### src/rtl/program_counter.sv
// Program-counter register for the RV32IMC instruction-fetch stage.
// The next-fetch address is chosen upstream (increment, branch or jump).
// This block only captures that address, keeps it halfword aligned, and
// drives it to instruction memory straight from the register.
module program_counter #(
  parameter int unsigned           ADDR_WIDTH = 12,
  parameter logic [ADDR_WIDTH-1:0] RESET_ADDR = 12'h000
) (
  input  logic                  clk,
  input  logic                  nrst,
  input  logic [ADDR_WIDTH-1:0] addr_in,
  output logic [ADDR_WIDTH-1:0] inst_addr
);

  // Bit 0 of the reset value is cleared so the PC is always halfword
  // aligned, even if the reset address is mis-set by an integrator.
  localparam logic [ADDR_WIDTH-1:0] RESET_ALIGNED =
    {RESET_ADDR[ADDR_WIDTH-1:1], 1'b0};

  logic [ADDR_WIDTH-1:0] pc;
  logic [ADDR_WIDTH-1:0] next_pc;

  // Drop bit 0 of the incoming address; compressed instructions are
  // halfword aligned, so the LSB of a fetch address is always zero.
  always_comb begin
    next_pc = {addr_in[ADDR_WIDTH-1:1], 1'b0};
  end

  // PC register: async reset has priority, otherwise load every cycle.
  always_ff @(posedge clk or negedge nrst) begin
    if (!nrst) begin
      pc <= RESET_ALIGNED;
    end else begin
      pc <= next_pc;
    end
  end

  assign inst_addr = pc;

endmodule

### config.mk
export PLATFORM = sky130hd
export DESIGN_NAME = program_counter
export DESIGN_NICKNAME = d
export VERILOG_FILES = /design/src/rtl/program_counter.sv
export SDC_FILE = /design/constraint.sdc
export NUM_CORES = 1
export LEC_CHECK = 0
export BUFFER_PORTS_ARGS = -buffer_cell sky130_fd_sc_hd__buf_2
export CAP_MARGIN = 20
export CORE_AREA = 3 3 40 42
export DETAILED_ROUTE_END_ITERATION = 10
export DIE_AREA = 0 0 43 45
export GPL_TIMING_DRIVEN = 0
export PLACE_DENSITY = 0.51
export SYNTH_ARGS = -nofsm -noshare
export SYNTH_HDL_FRONTEND = slang
export SYNTH_SLANG_ARGS = --single-unit
### constraint.sdc
create_clock -name clk -period 0.8 [get_ports clk]
set_input_delay 0.12 -clock clk [delete_from_list [all_inputs] [get_ports clk]]
set_output_delay 0.12 -clock clk [all_outputs]
set_load 0.03 [all_outputs]
# --- Word-level counts from Yosys, hierarchy flattened ---
# Index checks and enable logic that the tools add are counted.
word_totals:
  word_cells: 1
  output_inout_bits: 12
  input_bits: 14
  regBits: 11

# --- Depth between registers and ports, before layout ---
# Gate-level depths: netlist of the first run.
logic_depth:
  ltp_word: 0
  depth_mapped: 1
  ltp_nobuf: 0

# --- Worst setup path after synthesis of the first run ---
# OpenSTA, ideal clock, no wires.
synth_path:
  path_kind: "register to output"
  startpoint: "register pc[10], in the netlist inst_addr[10]"
  endpoint: "output port inst_addr[10]"
  path_buffers: 0
  path_stages_with_launch: 1
  arrival_time_ps: 467
  setup_slack_ps: 213
  cell_sequence: "dfrtp_1"
synth_lines:
  columns: ["element", "line", "rtl"]
  rows:
  - ["from (decl)", "20", "logic [ADDR_WIDTH-1:0] pc;"]
  - ["from (signal assigned)", "34", "pc <= next_pc;"]
  - ["to (decl)", "12", "output logic [ADDR_WIDTH-1:0] inst_addr"]
# No word-level cell between the ends.

# --- Final worst setup path of the first run ---
layout_path:
  startpoint: "register pc[10], in the netlist inst_addr[10]"
  endpoint: "output port inst_addr[10]"
# No word-level cell between the ends.

==> flow_summary.ini, run 1 <==
[run_status]
outcome = finished, violations left
violations = negative setup slack

[die]
ioPinCount = 26
core-area_um2 = 1280
fp.dieW_um = 43
die_height_um = 45
row_count = 13
dieArea_um2 = 1940
start_util_pct = 22.3

[finish]
drive_above_1_share_pct = 51.9
area_growth_pct = 122
fillCellCount = 115
finalNetCount = 67
diodes = 0
largest_register_ffs = 11
post-route-util_pct = 49.5

[logic_synthesis]
synth_top_area_share_pct = 96.1
synth-seq-area-share_pct = 96.1
yosysMostFrequentCell = dfrtp_1
netlist_instances = 13
synth_flop_cell = dfrtp_1
avgSynthCellArea_um2 = 22.0
yosysTopAreaCell = dfrtp_1
mappedNetlistNets = 27
syn_area_um2 = 287
synth-async-reset-ratio_pct = 100
synth_warnings = 0
ys_types = 3
synth_common_cells = dfrtp_1, buf_4, conb_1
synth-edff-count = 0
ys_seq_elements = 11
synth_area_leaders = dfrtp_1, buf_4, conb_1

[sta]
min_period_ps = 902
fmax_mhz = 1110
finalWorstSetupSlack_ps = -102
setup_viol = 11
fin_hold_ws_ps = 264
setup-tns-final_ps = -925
rsz0062_at_grt = yes
finalCritPeriodShare_pct = 113
hold_viol = 0
final_max_slew_viol_count = 0

[grt]
grt_pass1_vias = 268
grt_max_degree = 12
grt_overflow_total = 0
grt_pass1_wl_um = 1300
antenna_found_initial = 0
grtUsageTotal_pct = 9.81

[placement]
hpwl_um = 512
place_congestion = 0.580
io_buffers = 23

[clock_network]
cts.sinks = 11
postCtsSetupBuffers = 0
clock_path_buffers = 2
cts_made_buffers = 3
htreeDepth = 1
cts_tree = done
root_buffer = clkbuf_4
clk_pin_slew_ps = 70

[worst_hold_path]
hp-class = primary input to asynchronous set/reset pin

[power_and_ir_drop]
p_comb_share_pct = 18.7
finalPower_uw = 1170
powerDensity_nw_per_um2 = 1830
vdd_ir_drop_max_mv = 0.952
intPower_uw = 891
p_seq_share_pct = 51.2
power_leakage_uw = 0.000316
clkPwrFrac_pct = 30.1
p_switching_uw = 275
swShare_pct = 23.6

[critical_path]
path_cells = buf_6
cp.required_ps = 680
critPathKind = flip-flop to output pin
setup.worst_path.end_class = output pin
crit_buf_inv = 1
slowest_delay_ps = 380
critPathArrivalTime_ps = 780
path_delay_family = flip-flops
slowest_stage = dfrtp_1
path_max_fanout = 1
critPathLaunchType = flip-flop

[detailed_routing]
drt_wl_total_um = 788
drc = 0
via_per_inst = 3.42
ant_nets = 0
drt_pass1_iterations = 2
routedWlPerCell_um = 11.8
vias = 229
drt-initial-drc-count = 2

[run]
cap_viol_max_count = 0
## power by group through the flow
| stage | Clock (uW) | Combinational, uW | Sequential (uW) |
|---|---|---|---|
| 2_1_floorplan | 0 | 9.87 | 662 |
| 3_3_place_gp | 0 | 135 | 599 |
| 3_5_place_dp | 0 | 138 | 600 |
| 4_1_cts | 361 | 219 | 597 |
| 5_1_grt | 405 | 232 | 599 |
| 6_report | 351 | 218 | 597 |
## placed cells by master (no fill, tap or decap)
cell / Yosys / layout
dlygate4sd3_1: 0 / 12
buf_2: 0 / 12
dfrtp_1: 11 / 11
buf_6: 0 / 11
clkbuf_4: 0 / 3
buf_4: 1 / 1
conb_1: 1 / 1
clkbuf_1: 0 / 1
## timing repair
action	4_1_cts	5_1_grt
resized for setup	22	0
hold buffers	12	0
pin swaps	0	0
setup endpoints to repair	11	11
endpoints found under the hold margin	22	0
## through the flow
step / cell area (um^2) / instances / setup WS (ps)
global route: 636 / 67 / -144
floorplan: 287 / 13 / 213
CTS: 636 / 67 / -95.6
finish: 636 / 67 / -102
detailed placement: 420 / 51 / 167
global placement: 420 / 51 / 173
## routing by layer
| layer | routed length [um] | global-route usage (%) |
|---|---|---|
| met1 | 244 | 9.34 |
| met5 | 0 | 0 |
| met2 | 505 | 17.7 |
| met3 | 38 | 3.19 |
| met4 | 0 | 7.23 |
## final cells by class
class,count,area (um^2),area share (%)
sequential,11,275,43.3
multi-input combinational,1,3.75,0.591
clock buffer,4,26.3,4.13
timing repair buffer,35,304,47.8
buffer,1,7.51,1.18
tap,15,18.8,2.95
## how the worst max path moves through the flow
stage | start | to | slack (ps) | cells past startpoint
floorplan | inst_addr[10] | inst_addr[10] | 210 | 0
global placement | inst_addr[1] | inst_addr[1] | 170 | 1
detailed placement | inst_addr[6] | inst_addr[6] | 170 | 1
CTS | inst_addr[10] | inst_addr[10] | -100 | 1
global route | inst_addr[4] | inst_addr[4] | -140 | 1
finish | inst_addr[10] | inst_addr[10] | -100 | 1
## logic make-up (layout without fill, tap and decap cells)
kind of cell	count (synthesis)	after routing	synth area share, %
other	1	1	1.31
buffers and inverters	1	40	2.62
DFF	11	11	96.1
Note: power is estimated with default switching activity, not from simulation.
==> inputs of run 2 (changes only) <==
--- a/config.mk
+++ b/config.mk
@@ -7,9 +7,9 @@
 export LEC_CHECK = 0
 export BUFFER_PORTS_ARGS = -buffer_cell sky130_fd_sc_hd__buf_2
 export CAP_MARGIN = 20
-export CORE_AREA = 3 3 40 42
+export CORE_AREA = 2 2 39 41
 export DETAILED_ROUTE_END_ITERATION = 10
-export DIE_AREA = 0 0 43 45
+export DIE_AREA = 0 0 41 43
 export GPL_TIMING_DRIVEN = 0
 export PLACE_DENSITY = 0.51
 export SYNTH_ARGS = -nofsm -noshare
==> run 2 against run 1 <==
The run still ends with negative setup slack left. Die area shrank 8.9%. First-iteration DRC count shrank 100%. Clock power grew 2%. Final cell count grew 1.5%. Sequential share of layout area shrank 0.085 points. Critical path depth is the same. Design area grew 0.20%. Clock-buffer cell count is the same. Setup slack gained 1.9 ps. Critical endpoint is now inst_addr[3]. Largest cell class unchanged.
==> flow_summary.ini, run 2 (synthesized netlist as in run 1, its figures left out) <==
[run]
cap_viol_max_count = 0

[die]
ioPinCount = 26
start_util_pct = 20.7
core-area_um2 = 1380
row_count = 14
dieArea_um2 = 1760
die_height_um = 43
fp.dieW_um = 41

[grt]
grt_pass1_wl_um = 1060
grtUsageTotal_pct = 9.47
grt_overflow_total = 0
antenna_found_initial = 0
grt_max_degree = 12
grt_pass1_vias = 276

[power_and_ir_drop]
swShare_pct = 23.9
clkPwrFrac_pct = 30.7
p_switching_uw = 280
p_comb_share_pct = 18.3
powerDensity_nw_per_um2 = 1840
p_seq_share_pct = 51.1
intPower_uw = 891
vdd_ir_drop_max_mv = 0.752
power_leakage_uw = 0.000316

[clock_network]
cts.sinks = 11
cts_tree = done
clk_pin_slew_ps = 70
cts_made_buffers = 3
root_buffer = clkbuf_4
clock_path_buffers = 2
htreeDepth = 1

[detailed_routing]
ant_nets = 0
drc = 0
vias = 243
routedWlPerCell_um = 9.54
drt_wl_total_um = 649
drt-initial-drc-count = 0
drt_pass1_iterations = 1
via_per_inst = 3.57

[critical_path]
critPathKind = flip-flop to output pin
setup.worst_path.end_class = output pin
critPathArrivalTime_ps = 780
slowest_delay_ps = 380
path_depth = 1
crit_buf_inv = 1
slowest_stage = dfrtp_1
path_delay_family = flip-flops
path_cells = buf_6
critPathLaunchType = flip-flop
path_max_fanout = 1
cp.required_ps = 680

[finish]
layout_common_cells = dlygate4sd3_1, buf_2, dfrtp_1, buf_6, clkbuf_4
largest_register_ffs = 11
area_growth_pct = 122
finalNetCount = 67
drive_above_1_share_pct = 51.9
final_cell_area_um2 = 637
diodes = 0

[sta]
finalCritPeriodShare_pct = 113
fmax_mhz = 1110
min_period_ps = 900
final_max_slew_viol_count = 0
setup_viol = 11
fin_hold_ws_ps = 254
finalWorstSetupSlack_ps = -100
rsz0062_at_grt = yes
hold_viol = 0

[run_status]
violations = negative setup slack
outcome = finished, violations left

[placement]
place_area_um2 = 422
place_congestion = 0.616
io_buffers = 23

[worst_hold_path]
hp-class = primary input to asynchronous set/reset pin
[run 2: cell counts in the layout (fill, tap and decap cells not counted)]
No cell type changed its count.
[run 2: power groups by stage]
stage / registers (uW) / logic (uW) / clock network (uW)
after floorplan: 662 / 9.87 / 0
after CTS: 597 / 216 / 367
after global routing: 600 / 229 / 409
after global placement: 599 / 136 / 0
after detailed placement: 601 / 136 / 0
final: 598 / 214 / 359
[run 2: final timing paths]
kind	to	start
worst max-delay path	inst_addr[3]	inst_addr[3]
worst min-delay path	inst_addr[4]	nrst
max in group asynchronous	inst_addr[6]	nrst
min in group clk	inst_addr[5]	addr_in[5]
[run 2: metal layers]
metal | vias to the layer above | routed length (um) | track usage (%)
met5 | - | 0 | 0
met4 | 0 | 16 | 8.00
li1 | 115 | - | -
met2 | 6 | 409 | 15.9
met3 | 2 | 17 | 1.57
met1 | 120 | 206 | 9.09
[run 2: area by class of cell]
| cell class | count | area (um^2) |
|---|---|---|
| plain buffers | 1 | 7.51 |
| clock buffers | 4 | 26.3 |
| well taps | 16 | 20.0 |
| multi-input cells | 1 | 3.75 |
| repair buffers | 35 | 304 |
| fillers | 130 | 747 |
| flip-flops and latches | 11 | 275 |
[run 2: metrics by stage]
| stage | setup TNS (ps) | setup WS (ps) | util (%) | total power, uW | std cells |
|---|---|---|---|---|---|
| 2_1_floorplan | 0 | 213 | - | 672 | 13 |
| 3_3_place_gp | 0 | 170 | 30.5 | 735 | 52 |
| 3_5_place_dp | 0 | 165 | 30.5 | 737 | 52 |
| 4_1_cts | -1040 | -100 | 46.0 | 1180 | 68 |
| 5_1_grt | -1360 | -136 | 46.0 | 1240 | 68 |
| 6_report | -983 | -100 | 46.0 | 1170 | 68 |
[run 2: repair_timing]
item / in CTS / in global routing
pin swaps: 0 / 0
hold buffers: 12 / 0
endpoints found under the hold margin: 22 / 0
resized for setup: 22 / 0
setup buffers: 0 / 0
setup endpoints to repair: 11 / 11
